**src/rtl/cmp_mon_pkg.sv**
```systemverilog
// Shared types and decode helper for the comparator result monitor.
// Pure declarations; no latency, no flow control.
package cmp_mon_pkg;

    typedef enum logic [1:0] {
        RES_NONE = 2'd0,
        RES_GT   = 2'd1,
        RES_EQ   = 2'd2,
        RES_LT   = 2'd3
    } cmp_res_t;

    typedef enum logic [1:0] {
        ST_IDLE  = 2'd0,
        ST_TRACK = 2'd1,
        ST_ERR   = 2'd2
    } cmp_mon_state_t;

    // f = {f1, f2, f3}; priority GT > EQ > LT so malformed codes still decode
    function automatic cmp_res_t onehot_to_res(input logic [2:0] f);
        cmp_res_t r;
        if (f[2])      r = RES_GT;
        else if (f[1]) r = RES_EQ;
        else if (f[0]) r = RES_LT;
        else           r = RES_NONE;
        return r;
    endfunction

endpackage

```
**src/rtl/cmp_mon_sat_cnt.sv**
```systemverilog
// Saturating up-counter used for the per-result tallies.
// Latency 1: q updates on the edge where inc is sampled.
// No backpressure; holds at all-ones once saturated.
module cmp_mon_sat_cnt #(
    parameter int W = 8
) (
    input  logic         clk,
    input  logic         reset,
    input  logic         clr,
    input  logic         inc,
    output logic [W-1:0] q
);

    always_ff @(posedge clk) begin
        if (reset) begin
            q <= '0;
        end else if (clr) begin
            q <= '0;
        end else if (inc && (q != {W{1'b1}})) begin
            q <= q + W'(1);
        end
    end

endmodule

```
**src/rtl/cmp_result_monitor.sv**
```systemverilog
// Tallies comparator results, tracks run length and stability; CMP_MON_ONEHOT_CHECK_EN adds err/ERR.
// Latency 1: a sample accepted on edge k is visible on all outputs after edge k.
// No backpressure: every in_valid sample is consumed or dropped on its edge.
module cmp_result_monitor
    import cmp_mon_pkg::*;
#(
    parameter int CNT_W      = 8,
    parameter int RUN_W      = 4,
    parameter int STABLE_LEN = 3
) (
    input  logic             clk,
    input  logic             reset,
    input  logic             clear,
    input  logic             in_valid,
    input  logic             f1,
    input  logic             f2,
    input  logic             f3,
    output logic [CNT_W-1:0] gt_cnt,
    output logic [CNT_W-1:0] eq_cnt,
    output logic [CNT_W-1:0] lt_cnt,
    output logic [RUN_W-1:0] run_len,
    output logic [1:0]       last_res,
    output logic             stable,
    output logic             err
);

    localparam logic [RUN_W-1:0] STABLE_THR = RUN_W'(STABLE_LEN);
    localparam logic [RUN_W-1:0] RUN_MAX    = {RUN_W{1'b1}};

    logic [2:0]       f_vec;
    cmp_res_t         res;
    cmp_res_t         last_q;
    cmp_mon_state_t   state;
    logic             accept;
    logic [RUN_W-1:0] run_nxt;

    assign f_vec    = {f1, f2, f3};
    assign res      = onehot_to_res(f_vec);
    assign last_res = last_q;

    always_comb begin
        accept = 1'b0;
`ifdef CMP_MON_ONEHOT_CHECK_EN
        accept = in_valid && (state != ST_ERR) && $onehot(f_vec);
`else
        accept = in_valid && (res != RES_NONE);
`endif
        run_nxt = RUN_W'(1);
        if (res == last_q) begin
            run_nxt = (run_len == RUN_MAX) ? run_len : run_len + RUN_W'(1);
        end
    end

`ifdef CMP_MON_ONEHOT_CHECK_EN
    logic err_q;
    assign err = err_q;
`else
    assign err = 1'b0;
`endif

    always_ff @(posedge clk) begin
        if (reset || clear) begin
            run_len <= '0;
            last_q  <= RES_NONE;
            stable  <= 1'b0;
            state   <= ST_IDLE;
`ifdef CMP_MON_ONEHOT_CHECK_EN
            err_q   <= 1'b0;
`endif
        end else if (accept) begin
            run_len <= run_nxt;
            last_q  <= res;
            stable  <= (run_nxt >= STABLE_THR);
            state   <= ST_TRACK;
        end
`ifdef CMP_MON_ONEHOT_CHECK_EN
        // A malformed code locks the monitor until software clears it
        else if (in_valid && (state != ST_ERR)) begin
            state <= ST_ERR;
            err_q <= 1'b1;
        end
`endif
    end

    cmp_mon_sat_cnt #(.W(CNT_W)) u_gt_cnt (
        .clk   (clk),
        .reset (reset),
        .clr   (clear),
        .inc   (accept && (res == RES_GT)),
        .q     (gt_cnt)
    );

    cmp_mon_sat_cnt #(.W(CNT_W)) u_eq_cnt (
        .clk   (clk),
        .reset (reset),
        .clr   (clear),
        .inc   (accept && (res == RES_EQ)),
        .q     (eq_cnt)
    );

    cmp_mon_sat_cnt #(.W(CNT_W)) u_lt_cnt (
        .clk   (clk),
        .reset (reset),
        .clr   (clear),
        .inc   (accept && (res == RES_LT)),
        .q     (lt_cnt)
    );

endmodule

```
**config.mk**
```make
export PLATFORM = sky130hd
export DESIGN_NAME = cmp_result_monitor
export DESIGN_NICKNAME = d
export VERILOG_FILES = /design/src/rtl/cmp_mon_pkg.sv /design/src/rtl/cmp_mon_sat_cnt.sv /design/src/rtl/cmp_result_monitor.sv
export SDC_FILE = /design/constraint.sdc
export NUM_CORES = 1
export LEC_CHECK = 0
export ABC_AREA = 1
export CORE_MARGIN = 5
export CORE_UTILIZATION = 50
export CTS_CLUSTER_SIZE = 30
export DETAILED_ROUTE_END_ITERATION = 6
export GPL_ROUTABILITY_DRIVEN = 0
export PLACE_DENSITY = 0.78
export SYNTH_ARGS = -nofsm -noshare
export SYNTH_HDL_FRONTEND = slang
export SYNTH_SLANG_ARGS = --single-unit
```
**constraint.sdc**
```tcl
create_clock -name clk -period 1.5 [get_ports clk]
set_input_delay 0.15 -clock clk [delete_from_list [all_inputs] [get_ports clk]]
set_output_delay 0.15 -clock clk [all_outputs]
set_load 0.03 [all_outputs]
```
==> results.txt <==
The post-route core utilization came out at 68.5%. The static power due to leakage came out at 0.00112 µW. The post-route netlist has 16.5% of its cells at a drive strength greater than 1.

The number of buffer cells added on primary ports is 37. After synthesis, the share of flip-flops with an asynchronous set or reset is 0%. The die is 69.2 µm tall.

The synthesized design spends more area on one cell type than any other, namely dfxtp_1. The overall via count from detail_route is 1739. Among all flip-flop cells after synthesis, the most frequent one is dfxtp_1. For this design the top-level I/O count stands at 39. The synthesized-area fraction occupied by ao, oa, aoi and oai cells came out at 13.4%. The initial antenna violation count is 0. The worst IR drop on VDD came out at 0.000543 V. Entering global routing, the biggest net connects 15 pins.

The CTS buffer count came out at 5. The netlist uses 29 different library cells. By instance count, the leading cell after synthesis is nand2_1. The class of the most critical hold timing path is flip-flop to flip-flop.

The clock tree root buffer cell is clkbuf_4. The arrival time reported for the critical path endpoint came out at 1.66 ns. The area of the multi-input gates is 998 µm². The final routed wire length divided by cell count came out at 11.3 µm. The starting utilization of the core area came out at 52.0%. Yosys attributes the largest share of cell area to dfxtp_1, nand2_1, a21oi_1. For this run the aggregate overflow at the end of global routing stands at 0.

The final critical path takes up 92.2% of the cycle. Setup repair after global routing left no endpoint under its margin. The die area came out at 4780 µm². The storage element area is 633 µm². Across the run, the number of max-cap violations was 0. The layout overhead on the synthesized area is 31.6%. The horizontal die dimension came out at 69.2 µm. The area of all placed cells without fillers is 2300 µm². CTS saw 31 sinks. The DRC violation count after routing is 0. The cell area power density came out at 653 nW/µm². The residual antenna-violating net count after detailed routing came out at 0. The final period demand of the worst path is 1.38 ns. The aggregate negative setup slack came out at 0 ns. The top achievable clock speed is 723 MHz. The hold violation count in the final report was 0. The clock transition time at the flip-flop clock pins of the worst setup and hold paths is 0.10 ns. The H-tree was split into 2 levels. The filler cells instantiated in the layout total 335. STA classifies the critical path startpoint as a flip-flop. The simple-gate portion of the synthesized area is 34.3%. The via count of the first global-routing pass came to 1653. The required time of the worst setup path came out at 1.77 ns. Using the TritonRoute via totals, the vias-per-cell ratio works out to 4.98. The synthesized netlist devotes 5.50% of its cell area to XOR and XNOR gates.

The number of storage elements in the synthesis netlist is 31. The main combinational cell family by area after synthesis is simple AND/OR/NAND/NOR gates. The post-synthesis area per instance came out at 7.09 µm². The number of endpoints failing setup at the final stage is 0.

Of the synthesized area, sequential elements account for 35.5%. After legalization and detailed placement, the total HPWL measured 2.92 mm. The run finished with clean final reports. The highest net fanout along the worst path is 8. The aggregate global-route resource usage came out at 16.7%.

Yosys printed 0 warnings. The core footprint came out at 3360 µm². The count of mapped cells out of synthesis came out at 247. The share of Yosys cell area claimed by the top area cell type came out at 35.5%. By count the netlist is led by nand2_1, dfxtp_1, inv_1, nor2_1, a21oi_1. The count of antenna diodes in the layout is 0. The starting DRC count in detailed routing is 78. Multiplexer cells account for 0% of the synthesized area. The number of enable-type register cells in the synthesized netlist came out at 0.

STA classifies the critical path endpoint as a flip-flop. The total standard cell area after synthesis is 1750 µm². The total power consumption of the routed design is 1510 µW. By startpoint and endpoint, the worst setup path is classified as flip-flop to flip-flop.

The first-pass GRT wire length is 6.74 mm. The largest buffer count on any clock path came out at 2. The TritonCTS clock tree is yes. The number of nets in the synthesized netlist is 258.

Summing the areas of all fa, ha and maj instances in the mapped netlist gives 2.86% of the synthesized area. Clock latency on the worst-skew pair, taken at its later pin, is 0.33 ns. The final-report max-slew violation count is 0.

The number of iterations in the first detailed-routing pass is 4. The number of rows in the core area is 21. The clock skew after layout is 0.00636 ns. For this block, the routed nets add up to 3.94 mm of wire.

Summing all placed instances gives a cell area of 2250 µm². The number of nets at the end of the flow came out at 313.
[state kept, by name, summed over array words and instances (netlist names)]
register	flops
last_res	2
stable	1
u_gt_cnt.q	8
u_eq_cnt.q	8
run_len	4
u_lt_cnt.q	8
[kinds of logic (layout without fill, tap and decap cells)]
group	count (synthesis)	after routing
buf+inv	37	93
simple gates	120	120
other cells	1	1
xor+xnor	11	11
fa+ha+maj	4	4
compound gates	43	43
flops	31	31
[where the power goes]
group / internal, µW / switching (µW)
combinational: 69.4 / 112
sequential: 831 / 12.1
clock: 183 / 298
[area by class of cell]
| class | count | area share, % |
|---|---|---|
| multi-input combinational | 179 | 43.3 |
| sequential | 31 | 27.5 |
| timing repair buffer | 51 | 19.0 |
| inverter | 34 | 5.54 |
| tap | 46 | 2.50 |
| clock buffer | 7 | 1.96 |
| clock inverter | 1 | 0.217 |
[per-stage QoR]
stage                     setup WS (ns)  hold WS [ns]  instances
after floorplan                  0.0133         0.297        247
after global placement           0.0199         0.486        338
after detailed placement       -0.00821         0.494        338
after CTS                        0.0985         0.507        346
after global routing            0.00190         0.530        349
final                             0.117         0.505        349
[timing repair]
action | 4_1_cts | 5_1_grt
setup buffers | 0 | 3
endpoints found under the hold margin | 0 | 0
resized for setup | 31 | 5
pin swaps | 0 | 2
endpoints found under the setup margin | 31 | 8
hold buffers | 0 | 0
[worst max-delay path, stage by stage, from the launching register on]
cell	delay, ns
dfxtp_4	0.38
ha_1	0.16
nand2_1	0.06
nor2_1	0.13
nand3_1	0.14
nand2_4	0.16
buf_4	0.12
nand2_1	0.04
a21oi_1	0.13
[layout by cell type (no fill, tap or decap), drive strengths merged, types with 6 or more instances in the layout]
cell,instances
nand2,64
inv,32
dlygate4sd2,31
dfxtp,31
nor2,27
a21oi,26
nand3,16
o21ai,15
buf,14
xor2,9
clkbuf,7
clkdlybuf4s50,6
nor3,6
[worst paths after layout]
path / from / end / slack, ns / depth (start not counted)
worst max register to register: u_lt_cnt.q[0] / u_lt_cnt.q[4] / 0.12 / 8
worst max-delay path: u_lt_cnt.q[0] / u_lt_cnt.q[4] / 0.12 / 8
worst min register to register: u_gt_cnt.q[1] / u_gt_cnt.q[1] / 0.50 / 2
worst min-delay path: u_gt_cnt.q[1] / u_gt_cnt.q[1] / 0.50 / 2
[per-layer routing]
layer | GRT usage, % | routed length, µm
met2 | 29.4 | 1950
met4 | 6.72 | 62
met1 | 19.3 | 1790
met5 | 0 | 0
met3 | 3.91 | 146
No activity file was read; power rests on OpenSTA's default activity.
